===== config.mk =====
export PLATFORM = sky130hd
export DESIGN_NAME = buffer_arbiter
export DESIGN_NICKNAME = d
export VERILOG_FILES = /design/src/rtl/buffer_arbiter.sv
export SDC_FILE = /design/constraint.sdc
export NUM_CORES = 1
export LEC_CHECK = 0
export BUFFER_PORTS_ARGS = -buffer_cell sky130_fd_sc_hd__buf_4
export CELL_PAD_IN_SITES_DETAIL_PLACEMENT = 1
export CELL_PAD_IN_SITES_GLOBAL_PLACEMENT = 1
export CORE_UTILIZATION = 27
export CTS_CLUSTER_DIAMETER = 200
export DETAILED_ROUTE_END_ITERATION = 7
export PLACE_DENSITY_LB_ADDON = 0.12
export SYNTH_ARGS = -nofsm -noshare
export SYNTH_HDL_FRONTEND = slang
export SYNTH_SLANG_ARGS = --single-unit

===== constraint.sdc =====
create_clock -name clk -period 1.94 [get_ports clk]
set_clock_uncertainty 0.2 [all_clocks]
set_input_delay 0.194 -clock clk [delete_from_list [all_inputs] [get_ports clk]]
set_output_delay 0.194 -clock clk [all_outputs]
set_load 0.01 [all_outputs]

===== src/rtl/buffer_arbiter.sv =====
// buffer_arbiter: round-robin burst-limited write arbiter and registered read stage for the shared Buffer FIFO
module buffer_arbiter #(
  parameter int WIDTH     = 8,
  parameter int BURST_LEN = 4
) (
  input  logic             clk,
  input  logic             rst,
  input  logic             req0,
  input  logic [WIDTH-1:0] data0,
  output logic             grant0,
  input  logic             req1,
  input  logic [WIDTH-1:0] data1,
  output logic             grant1,
  output logic             buf_write,
  output logic [WIDTH-1:0] buf_data_in,
  input  logic             buf_full,
  output logic             buf_read,
  input  logic             buf_empty,
  input  logic [WIDTH-1:0] buf_data_out,
  output logic [WIDTH-1:0] out_data,
  output logic             out_valid,
  input  logic             out_ready
);
  typedef enum logic [1:0] {IDLE, FETCH, HOLD} state_t;
  localparam logic [3:0] CNT_MAX = 4'(BURST_LEN - 1);
  state_t     state, state_nxt;
  logic       prio, pick1, grant_ok, read_nxt;
  logic [3:0] burst_cnt;
  always_comb begin
    pick1       = (req0 & req1) ? ((burst_cnt == CNT_MAX) ? ~prio : prio) : req1;
    grant_ok    = rst & ~buf_full & (req0 | req1);
    grant0      = grant_ok & ~pick1;
    grant1      = grant_ok & pick1;
    buf_write   = grant0 | grant1;
    buf_data_in = grant1 ? data1 : data0;
  end
  // burst_cnt counts consecutive grants to prio, saturating so the hand-off test stays true
  always_ff @(posedge clk or negedge rst) begin
    if (!rst) begin
      prio      <= 1'b0;
      burst_cnt <= '0;
    end else if (buf_write) begin
      if (pick1 == prio) begin
        burst_cnt <= (burst_cnt == CNT_MAX) ? CNT_MAX : burst_cnt + 4'd1;
      end else begin
        prio      <= pick1;
        burst_cnt <= (CNT_MAX == 4'd0) ? 4'd0 : 4'd1;
      end
    end
  end
  always_comb begin
    state_nxt = state;
    read_nxt  = 1'b0;
    case (state)
      IDLE: begin
        read_nxt  = ~buf_empty;
        state_nxt = buf_empty ? IDLE : FETCH;
      end
      FETCH: state_nxt = HOLD;
      HOLD: begin
        read_nxt  = out_ready & ~buf_empty;
        state_nxt = !out_ready ? HOLD : (buf_empty ? IDLE : FETCH);
      end
      default: state_nxt = IDLE;
    endcase
    buf_read = rst & read_nxt;
  end
  always_ff @(posedge clk or negedge rst) begin
    if (!rst) begin
      state     <= IDLE;
      out_valid <= 1'b0;
      out_data  <= '0;
    end else begin
      state     <= state_nxt;
      out_valid <= (state_nxt == HOLD);
      if (state == FETCH) out_data <= buf_data_out;
    end
  end
endmodule

# After elaboration in Yosys (flattened, before gate mapping)

Cells that the tools add are included.

Reductions and logical operators: 2
Equality and inequality tests: 5
Bitwise gates (word level): 14
Add/sub/neg operators: 1
Mux-type cells: 9

Operator list:

| kind                                           | count |
|---|---|
| 2-to-1 mux 4 bit                               | 2 |
| 2-to-1 mux 8 bit                               | 1 |
| bitwise AND 1 bit                              | 7 |
| case mux 2 bit (3 select lines)                | 1 |
| inverter 1 bit                                 | 5 |
| adder 4 x 1 -> 4 bit (second input constant)   | 1 |
| == test 2 bit (second input constant)          | 2 |
| == test 4 x 2 -> 1 bit (second input constant) | 1 |
| 2-to-1 mux 1 bit                               | 3 |
| == test 2 x 1 -> 1 bit (second input constant) | 1 |
| zero test 2 bit                                | 1 |
| 2-to-1 mux 2 bit                               | 1 |
| OR 1 bit                                       | 2 |
| case mux 1 bit (2 select lines)                | 1 |
| AND reduction 2 bit                            | 1 |
| == test 1 bit                                  | 1 |

Flip-flop bits (word level): 16
Output and inout port bits: 21

# Logic depth before layout (Yosys ltp)

Word-level depth: 7
Gate-level depth with buffers: 5
Mapped depth without buffers: 5

# Worst setup path after synthesis

Ideal clock, no wire load.

Path type: flip-flop to output port
From: register burst_cnt[0]
To: output buf_data_in[0]
Path buffers: 0
Path slack: -153 ps
Stages on the path, launching flop included: 6
Arrival: 1699 ps
Required time: 1546 ps
Cells stage by stage: dfrtp_1 > ha_1 > nor3b_4 > xnor2_1 > a21oi_4 > mux2_2

Longest elaborated chain between the ends: 5

RTL lines:

| what                          | line | source |
|---|---|---|
| from (decl)                   | 28   | `logic [3:0] burst_cnt;` |
| from (signal assigned)        | 44   | `burst_cnt <= (burst_cnt == CNT_MAX) ? CNT_MAX : burst_cnt + 4'd1;` |
| from (signal assigned)        | 47   | `burst_cnt <= (CNT_MAX == 4'd0) ? 4'd0 : 4'd1;` |
| == test 4 x 2 -> 1 bit        | 30   | `pick1 = (req0 & req1) ? ((burst_cnt == CNT_MAX) ? ~prio : prio) : req1;` |
| 2-to-1 mux 1 bit (2 in a row) | 30   |  |
| bitwise AND 1 bit             | 33   | `grant1 = grant_ok & pick1;` |
| named net grant1              | 13   | `output logic grant1,` |
| 2-to-1 mux 8 bit              | 35   | `buf_data_in = grant1 ? data1 : data0;` |
| to (decl)                     | 15   | `output logic [WIDTH-1:0] buf_data_in,` |

The timed path passes the listed nets, and every way through them passes these cells.

# Worst setup path in the final report

From: register burst_cnt[1]
To: output buf_data_in[2]

Longest elaborated chain between the ends: 5

RTL lines:

| what                          | line |
|---|---|
| == test 4 x 2 -> 1 bit        | 30 |
| 2-to-1 mux 1 bit (2 in a row) | 30 |
| bitwise AND 1 bit             | 33 |
| 2-to-1 mux 8 bit              | 35 |

Every way passes these cells.

==> impl_metrics.toml <==
[clocking]
max-clock-path-buffers = 2
cts_buffers = 3
clk_latency_ns = 0.28
clockRootBuffer = "clkbuf_4"
cts.sinks = 16
cts_tree = "yes"
clk_pin_slew_ns = 0.10
htreeDepth = 1

[worst_setup_path]
cpLargestDelayFamily = "flip-flops"
end_kind = "output port"
crit_path_top_delay_cell = "dfrtp_1"
crit_arrival_ns = 2.03
startpoint_type = "register"
critPathMaxFanout = 5
critical_path_class = "reg -> out"
max_stage_delay_ns = 0.37
path_cells = "ha_2 -> nor3b_4 -> xnor2_2 -> a21oi_4 -> mux2_4 -> buf_6"
crit_buf_inv = 1
cp_num_cells = 6
reg2regPathDepth = 6
cp.required_ns = 1.55

[final_layout]
nNetsFinal = 187
stdcell_area_sq_mm = 0.001584
finish.utilization = 0.5189
area_growth_pct = 82.16
final_common_cell = "buf_4"
final_cell_mix = "buf_4, dfrtp_1, dlygate4sd3_1"
final_cells = 197
drive_gt1_frac = 0.5752
diodes = 0

[floorplanning]
core_sq_mm = 0.003053
ios = 52
rows = 20
die_area_sq_mm = 0.003452
die_w_um = 58.75
fp.dieH_um = 58.75
initial_core_util = 0.2848

[sta]
finalSetupViolations = 10
maxSlewViolCount = 0
relSlewSlack = 0.5043
tightestPinTransition_ns = 0.7410
fmax_mhz = 413.3
min_period_ns = 2.420
period_share = 1.247
final_hold_viol_count = 0
fin_ws_ns = -0.4798
fin_setup_tns_ns = -4.111
rsz0062_at_grt = "yes"

[logic_synthesis]
synth-async-reset-ratio = 1.000
seq_area_frac_synth = 0.4604
syn_inst = 79
synth_enable_flop_cells = 0
syn-num-nets = 111
syn_avg_cell_area_sq_um = 11.01
synth.cell_area_sq_um = 869.6
yosys_warnings = 0
synth_cell_types = 26
ys_ff_latch = 16
synth_ff_type = "dfrtp_1"

[global_routing]
grt_use_total = 0.1551
antenna_found_initial = 0
overflow = 0
grt_pass1_wl_um = 4002
grt_max_degree = 17
grt_pass1_vias = 896

[run_status]
violations = "negative setup slack"
outcome = "finished, violations left"

[detailed_routing]
avgViaCountPerCell = 4.680
drt_iter0_drc = 20
ant_nets = 0
via_count = 922
dr.pass1.iters = 5
wirelength_um = 2801
wl_per_cell_um = 14.22
route.detailed.drc = 0

[pwr]
switching_share = 0.3284
power_leakage_nw = 0.7419
p_comb_frac = 0.513
vdd_drop_max_uv = 267.0
pwr-share-clk = 0.129
seq_power_share = 0.358
p_per_area_mw_per_mm2 = 861.3
p_int_mw = 0.9162
p_switching_mw = 0.4481

[flow_run]
maxCapViolations = 0

[worst_hold_path]
min_path_type = "in -> reg"
min_path_cells = 3

[place]
post_dp_cell_area_sq_mm = 0.001370
gp_congestion = 0.8038
place_inst = 180
io_buffers = 51
hpwl_um = 1865
-- metrics by stage --
stage	hold slack, ns	setup WS (ns)	total power [mW]
CTS	0.01131	-0.4836	1.320
global placement	-0.01848	-0.1292	1.086
finish	0.02390	-0.4798	1.364
floorplan	-0.3016	-0.1203	0.7957
detailed placement	-0.01750	-0.1983	1.104
global route	0.03217	-0.5648	1.456
-- timing repair --
item                                    in CTS  in global routing
endpoints found under the setup margin      10                 10
setup buffers                                1                  1
hold buffers                                11                  0
pin swaps                                    2                  3
resized for setup                            1                 14
cloned                                       1                  0
endpoints found under the hold margin       26                  0
-- registers in the layout (all words and copies together) (netlist names) --
| name | cells |
|---|---|
| out_data | 8 |
| burst_cnt | 4 |
| state | 2 |
| out_valid | 1 |
| prio | 1 |
-- power groups by stage --
| stage | Clock (mW) | Combinational (mW) | Sequential, mW |
|---|---|---|---|
| after detailed placement | 0 | 0.609 | 0.495 |
| after global routing | 0.199 | 0.755 | 0.502 |
| after floorplan | 0 | 0.265 | 0.530 |
| after CTS | 0.181 | 0.652 | 0.487 |
| final | 0.176 | 0.699 | 0.489 |
| after global placement | 0 | 0.596 | 0.489 |
-- routing by layer --
| metal | wire (um) | track usage | up-vias |
|---|---|---|---|
| li1 | - | - | 443 |
| met1 | 1145 | 0.1831 | 446 |
| met2 | 1512 | 0.2760 | 31 |
| met3 | 115 | 0.02198 | 2 |
| met4 | 27 | 0.07143 | 0 |
| met5 | 0 | 0 | - |
-- synth_stat cells, types with 2 or more instances --
master	count	area, sq um
nand2b_1	4	25.02
mux2_2	16	180.2
nand2_1	3	11.26
dfrtp_1	16	400.4
nor2b_1	2	12.51
a21oi_1	5	25.02
o21ai_0	7	35.03
nor2_1	6	22.52
clkbuf_1	2	7.510
nand3_1	2	10.01
-- worst reg2reg max path, cell delays in order, from the launching register on --
cell,delay [ns]
dfrtp_1,0.40
ha_2,0.19
nor3b_4,0.17
buf_4,0.15
nand3_1,0.09
o21ai_0,0.11
a211oi_1,0.25
-- logic make-up (layout without fill, tap and decap cells) --
logic type,count (synthesis),count (layout),share of synthesized area
simple gates,24,24,0.1612
compound gates,18,19,0.1324
mux,16,16,0.2072
flops,16,16,0.4604
buf+inv,3,76,0.01439
fa+ha+maj,1,1,0.01439
xor+xnor,1,1,0.01007
-- worst paths after layout --
check                        startpoint              to  slack (ns)
max                        burst_cnt[1]  buf_data_in[2]       -0.48
min                           out_ready        state[1]        0.02
max reg2reg                burst_cnt[1]            prio        0.29
min reg2reg                    state[0]        state[0]        0.30
max in group asynchronous           rst     out_data[6]        0.64
min in group asynchronous           rst       out_valid        0.43
-- cell type report --
| cell class | instances | area (sq um) |
|---|---|---|
| Multi-Input combinational cell | 61 | 508.0 |
| Clock buffer | 3 | 22.52 |
| Fill cell | 350 | 1469 |
| Sequential cell | 16 | 400.4 |
| Timing Repair Buffer | 73 | 598.1 |
| Tap cell | 44 | 55.05 |
(Power assumes the default switching activity.)
